===== src/rtl/neopixel_chain_tx.sv =====
// Serialises a frame of NBR_PIXELS pixel words onto a single NeoPixel data line,
// followed by a latch gap; a one-entry holding register keeps the bit stream gap-free.
module neopixel_chain_tx #(
  parameter int NBR_PIXELS     = 8,
  parameter int BITS_PER_PIXEL = 24,
  parameter int T0H            = 6,
  parameter int T1H            = 13,
  parameter int TBIT           = 20,
  parameter int TLATCH         = 1280
) (
  input  logic                      clk_16MHz,
  input  logic                      rst,
  input  logic                      start_tx,
  input  logic [BITS_PER_PIXEL-1:0] pix_data,
  input  logic                      pix_valid,
  output logic                      pix_ready,
  output logic                      dout,
  output logic                      busy,
  output logic                      done,
  output logic                      underrun,
  output logic [2:0]                dbg_state
);

  localparam int CW = (TBIT > 1) ? $clog2(TBIT) : 1;
  localparam int BW = (BITS_PER_PIXEL > 1) ? $clog2(BITS_PER_PIXEL) : 1;
  localparam int LW = (TLATCH > 1) ? $clog2(TLATCH) : 1;
  localparam int SW = (NBR_PIXELS > 1) ? $clog2(NBR_PIXELS) : 1;
  localparam int AW = $clog2(NBR_PIXELS + 1);

  localparam logic [CW-1:0] BIT_CYC_LAST = CW'(TBIT - 1);
  localparam logic [CW-1:0] HI_ONE       = CW'(T1H);
  localparam logic [CW-1:0] HI_ZERO      = CW'(T0H);
  localparam logic [BW-1:0] BIT_LAST     = BW'(BITS_PER_PIXEL - 1);
  localparam logic [LW-1:0] LATCH_LAST   = LW'(TLATCH - 1);
  localparam logic [SW-1:0] PIX_LAST     = SW'(NBR_PIXELS - 1);
  localparam logic [AW-1:0] PIX_TOTAL    = AW'(NBR_PIXELS);

  typedef enum logic [2:0] {
    IDLE       = 3'd0,
    WAIT_FIRST = 3'd1,
    SEND       = 3'd2,
    LATCH      = 3'd3,
    DONE       = 3'd4
  } state_t;

  state_t state, state_nx;

  logic [BITS_PER_PIXEL-1:0] shift_q;
  logic [BITS_PER_PIXEL-1:0] hold_q;
  logic                      hold_full;
  logic [CW-1:0]             bit_cnt;
  logic [BW-1:0]             bit_idx;
  logic [LW-1:0]             latch_cnt;
  logic [SW-1:0]             sent_cnt;
  logic [AW-1:0]             acc_cnt;

  logic hs;
  logic bit_end;
  logic pix_end;
  logic last_pix;

  // Handshake: a pixel word transfers on a rising edge where pix_valid and
  // pix_ready are both high; pix_data is captured on that same edge.
  assign hs       = pix_valid && pix_ready;
  assign bit_end  = (bit_cnt == BIT_CYC_LAST);
  assign pix_end  = bit_end && (bit_idx == BIT_LAST);
  assign last_pix = (sent_cnt == PIX_LAST);

  always_ff @(posedge clk_16MHz) begin
    if (rst) state <= IDLE;
    else     state <= state_nx;
  end

  always_comb begin
    state_nx  = state;
    pix_ready = 1'b0;
    case (state)
      IDLE: begin
        if (start_tx) state_nx = WAIT_FIRST;
      end
      WAIT_FIRST: begin
        pix_ready = 1'b1;
        if (pix_valid) state_nx = SEND;
      end
      SEND: begin
        // A full holding register keeps ready low, so it can never refill on the drain edge.
        pix_ready = !hold_full && (acc_cnt < PIX_TOTAL);
        if (pix_end && (last_pix || !(hold_full || (pix_valid && pix_ready))))
          state_nx = LATCH;
      end
      LATCH: begin
        if (latch_cnt == LATCH_LAST) state_nx = DONE;
      end
      DONE: begin
        state_nx = IDLE;
      end
      default: begin
        state_nx = IDLE;
      end
    endcase
  end

  assign busy      = (state != IDLE);
  assign done      = (state == DONE);
  assign dbg_state = state;

  always_ff @(posedge clk_16MHz) begin
    if (rst) begin
      dout      <= 1'b0;
      underrun  <= 1'b0;
      shift_q   <= '0;
      hold_q    <= '0;
      hold_full <= 1'b0;
      bit_cnt   <= '0;
      bit_idx   <= '0;
      latch_cnt <= '0;
      sent_cnt  <= '0;
      acc_cnt   <= '0;
    end else begin
      dout <= (state == SEND) &&
              (bit_cnt < (shift_q[BITS_PER_PIXEL-1] ? HI_ONE : HI_ZERO));
      case (state)
        IDLE: begin
          if (start_tx) begin
            underrun  <= 1'b0;
            hold_full <= 1'b0;
            acc_cnt   <= '0;
            sent_cnt  <= '0;
            bit_cnt   <= '0;
            bit_idx   <= '0;
            latch_cnt <= '0;
          end
        end
        WAIT_FIRST: begin
          if (hs) begin
            shift_q <= pix_data;
            acc_cnt <= acc_cnt + 1'b1;
          end
        end
        SEND: begin
          if (hs) acc_cnt <= acc_cnt + 1'b1;
          if (hs && !pix_end) begin
            hold_q    <= pix_data;
            hold_full <= 1'b1;
          end
          if (bit_end) begin
            bit_cnt <= '0;
            if (pix_end) begin
              bit_idx <= '0;
              if (!last_pix) sent_cnt <= sent_cnt + 1'b1;
              // Next pixel comes from the holding register, or straight from the
              // port when it arrives exactly on the pixel boundary.
              if (hold_full) begin
                shift_q   <= hold_q;
                hold_full <= 1'b0;
              end else if (hs) begin
                shift_q <= pix_data;
              end else if (!last_pix) begin
                underrun <= 1'b1;
              end
            end else begin
              bit_idx <= bit_idx + 1'b1;
              shift_q <= shift_q << 1;
            end
          end else begin
            bit_cnt <= bit_cnt + 1'b1;
          end
        end
        LATCH: begin
          if (latch_cnt == LATCH_LAST) latch_cnt <= '0;
          else                         latch_cnt <= latch_cnt + 1'b1;
        end
        default: begin
        end
      endcase
    end
  end

endmodule


===== config.mk =====
export PLATFORM = sky130hd
export DESIGN_NAME = neopixel_chain_tx
export DESIGN_NICKNAME = d
export VERILOG_FILES = /design/src/rtl/neopixel_chain_tx.sv
export SDC_FILE = /design/constraint.sdc
export NUM_CORES = 1
export LEC_CHECK = 0
export CAP_MARGIN = 20
export CORE_MARGIN = 2
export CORE_UTILIZATION = 35
export CTS_CLUSTER_SIZE = 16
export DETAILED_ROUTE_END_ITERATION = 12
export GPL_TIMING_DRIVEN = 1
export PLACE_DENSITY = 0.55
export SLEW_MARGIN = 5
export SYNTH_ARGS = -nofsm -noshare
export SYNTH_HDL_FRONTEND = slang
export SYNTH_SLANG_ARGS = --single-unit

===== constraint.sdc =====
create_clock -name clk_16MHz -period 5.2 [get_ports clk_16MHz]
set_input_delay 0.52 -clock clk_16MHz [delete_from_list [all_inputs] [get_ports clk_16MHz]]
set_output_delay 0.52 -clock clk_16MHz [all_outputs]
set_load 0.05 [all_outputs]

After elaboration in Yosys (flattened, before gate mapping)
Cells that the tools add are included.

word-level totals
  output and inout port bits = 8
  bits of input ports = 28
  flip-flop bits (word level) = 82
  word-level logic and storage cells = 105

operators by class
  muxes and demuxes = 41
  magnitude comparators = 2
  reductions and logical operators = 28
  eq/ne operators = 18
  add/sub/neg operators = 5

operators by type and width
  operator                                       number
  2-to-1 mux 24 bit                              4
  case mux 24 bit (2 select lines)               1
  2-to-1 mux 3 bit                               8
  2-to-1 mux 11 bit                              2
  case mux 11 bit (2 select lines)               1
  2-to-1 mux 5 bit                               4
  case mux 5 bit (2 select lines)                2
  != test 2 bit, second input constant           9
  2-to-1 mux 4 bit                               3
  case mux 3 bit (4 select lines)                1
  adder 11 x 1 -> 11 bit, second input constant  1
  == test 11 bit, second input constant          1
  adder 5 x 1 -> 5 bit, second input constant    2
  == test 5 bit, second input constant           2
  2-to-1 mux 1 bit                               10
  case mux 4 bit (2 select lines)                1
  AND reduction 2 bit                            4
  nonzero test 2 bit                             4
  logical AND 1 bit                              7
  AND reduction 7 bit                            1
  == test 3 x 2 -> 1 bit, second input constant  2
  == test 3 bit, second input constant           2
  case mux 1 bit (2 select lines)                3
  case mux 3 bit (2 select lines)                1
  other kinds (14)                               18

Longest topological paths before layout
  depth after elaboration = 10
  mapped depth = 7
  depth with buffers taken out = 6

Worst setup path before layout
No wires, ideal clock.

  kind = reg-to-output
  from = reg state[1], in the netlist dbg_state[1]
  to = out pix_ready
  buffers on the path = 2
  arrival time = 2631 ps
  cell stages (with the launch flop) = 5
  required time = 4680 ps
  slack = 2049 ps
  path through = dfxtp_1 or3b_1 buf_2 clkbuf_1 o31ai_1

between the ends
  word-level cells in the longest chain between the ends = 2
  elaborated cells between the ends (all ways) = 3
  classes of those cells = 2 x eq/ne; 1 x mux

RTL lines
  item                                                              RTL line  text
  start: declaration                                                46        state_t state, state_nx;
  start signal: assignment                                          71        else state <= state_nx;
  == test 3 x 2 -> 1 bit or == test 3 x 1 -> 1 bit (tied branches)  77        case (state)
  case mux 1 bit (2 select lines) *                                 77
  end: declaration                                                  16        output logic pix_ready,

Mark *: on every way between the ends. The rest lies on a longest branch, timed or not.

Worst setup path in the final report
Same ends and word-level chain as after synthesis.

==> flow_summary.ini <==
[floorplanning]
die_w_um = 124
io_pins = 36
start_util = 0.361
rows = 43
die_h_um = 124
dieArea_um2 = 15400
core_um2 = 14000

[outcome]
status = finished clean

[pwr]
power.switching_uw = 903
comb_power_share = 0.357
power_density_nw_per_um2 = 420
p_leak_nw = 2.21
ir_drop_v = 0.000162
p_clk_frac = 0.311
power.internal_mw = 1.53
swShare = 0.371
power_frac_seq = 0.332

[timing]
min_period_over_period = 0.604
fin_tns_setup_ps = 0
setup_viol = 0
hold_viol_final = 0
period_minus_slack_ps = 3140
skew_ps = 9.60
tightestPinTransition_ps = 1060
rsz0062_at_grt = no
fmax_mhz = 318
slew_viol_final = 0
slew_headroom = 0.292

[drt]
drc = 0
wirelength_mm = 13.8
dr.pass1.iters = 4
drt_iter0_drc = 259
ant_nets = 0
wl_per_cell_um = 18.0
vias = 4587
routed_via_density = 5.98

[logic_synthesis]
syn-cell-area_um2 = 5050
syn_inst = 582
syn_nets = 618
synth_top_flop_cell = dfxtp_1
synth.distinct_cells = 61
synth_top_cell_area_share = 0.325
ys_ff_latch = 82
yosysWarnings = 0
synth_edf_count = 0
yosys.area.top_type = dfxtp_1
synthArstFlopShare = 0
synth.area.top_cells = dfxtp_1 33%, a221oi_2 6.0%, a211oi_2 5.0%, a21oi_1 4.6%, o22a_1 4.0%
synth_area_per_cell_um2 = 8.67
seq_area_frac_synth = 0.325

[clock_network]
root_buffer = clkbuf_16
clk_pin_slew_worst_paths_ps = 70
cts_resized = 0
cts.sinks = 82
clkLatencyLatePin_ps = 350
cts_tree = built
numCtsBuffers = 9
clockBufferDepth = 2
cts_hold_buf = 0
cts_setup_buffers = 0
cts-htree-levels = 3

[cells_and_area]
final_util = 0.414
layout.nets = 618
num_antenna_cells = 0
area_growth_pct = 14.9
mostFrequentLayoutCells = 82 x dfxtp_1, 46 x a21oi_1, 39 x nor2_1
drive_gt1_frac = 0.175
final_common_cell = dfxtp_1

[placement]
port_buffers = 35
place_congestion = 0.771
hpwl_mm = 8.06

[setup_path]
crit_arrival_ps = 2620
r2r_setup_slack_ps = 2330
crit_required_ps = 4680
crit_fanout = 27
path_class = register to output port
crit_path_start_kind = register
cp-end-kind = output port

[min_path]
hp-class = register to register

[global_routing]
grt_pass1_vias = 4496
track_usage = 0.186
antenna_found_initial = 0
grt-ovfl-total = 0
grt_pass1_wl_mm = 22.6
grt_max_degree = 76

[job]
maxCapViolations = 0
[worst max-delay path, stage by stage, from the launching register on]
cell	delay, ps
dfxtp_1	790
or3b_1	440
o31ai_1	210
clkdlybuf4s50_1	840
[registers in the layout (all words and copies together) (netlist names)]
register	cells
hold_q	24
shift_q	24
latch_cnt	11
bit_cnt	5
bit_idx	5
acc_cnt	4
dbg_state	3
sent_cnt	3
dout	1
hold_full	1
underrun	1
[Yosys cell counts, types with 7 or more instances]
cell type	count
o21ai_0	35
o21bai_1	24
a211oi_2	20
or4_1	8
ha_1	8
inv_1	8
nand2_1	14
o22a_1	23
nand2b_1	8
nand3_1	34
o31ai_1	7
nor2_1	39
clkbuf_1	29
buf_2	20
or2_2	27
a21oi_1	46
a211oi_1	26
dfxtp_1	82
a31oi_1	11
a221oi_2	20
[area by class of cell]
type | instances | area (um^2)
multi-input cells | 436 | 3130
clock buffers | 10 | 239
clock inverters | 6 | 113
inverters | 8 | 30.0
repair buffers | 45 | 420
flip-flops and latches | 82 | 1640
fillers | 1382 | 8190
well taps | 180 | 225
[path summary, 6_finish.rpt]
check,cells past startpoint,to,start
max,3,pix_ready,dbg_state[1]$_SDFFE_PP0P_
min,2,underrun$_SDFFE_PP0P_,underrun$_SDFFE_PP0P_
max reg2reg,6,hold_q[3]$_SDFFE_PP0P_,dbg_state[1]$_SDFFE_PP0P_
min reg2reg,2,underrun$_SDFFE_PP0P_,underrun$_SDFFE_PP0P_
[power by group through the flow]
stage / Clock [mW] / Combinational (mW) / Sequential, mW
CTS: 0.776 / 0.873 / 0.807
detailed placement: 0 / 0.868 / 0.818
global route: 0.795 / 0.941 / 0.821
global placement: 0 / 0.851 / 0.814
finish: 0.758 / 0.869 / 0.809
floorplan: 0 / 0.676 / 0.808
[kinds of logic (layout without fill, tap and decap cells)]
logic type      Yosys count  in the layout  synth area share
compound gates          243            243             0.381
xor+xnor                  1              1           0.00174
fa+ha+maj                 8              8            0.0198
buf+inv                  64             69            0.0593
flops                    82             82             0.325
mux                       2              2           0.00397
simple gates            182            182             0.209
[stage by stage]
step	power [mW]	worst slack, ps	hold slack [ps]	std cells	area (um^2)
6_report	2.44	2060	452	767	5800
3_5_place_dp	1.69	2380	450	751	5450
3_3_place_gp	1.66	2380	442	751	5450
2_1_floorplan	1.48	2050	436	582	5050
5_1_grt	2.56	1930	477	767	5800
4_1_cts	2.46	2070	460	767	5800
[layer usage]
layer / share of wire / vias up / track usage
met5: 0 / - / 0
met4: 0.011 / 0 / 0.0583
met3: 0.033 / 10 / 0.0389
met2: 0.47 / 68 / 0.309
met1: 0.48 / 2268 / 0.241
li1: - / 2241 / -
(Power assumes the default switching activity.)
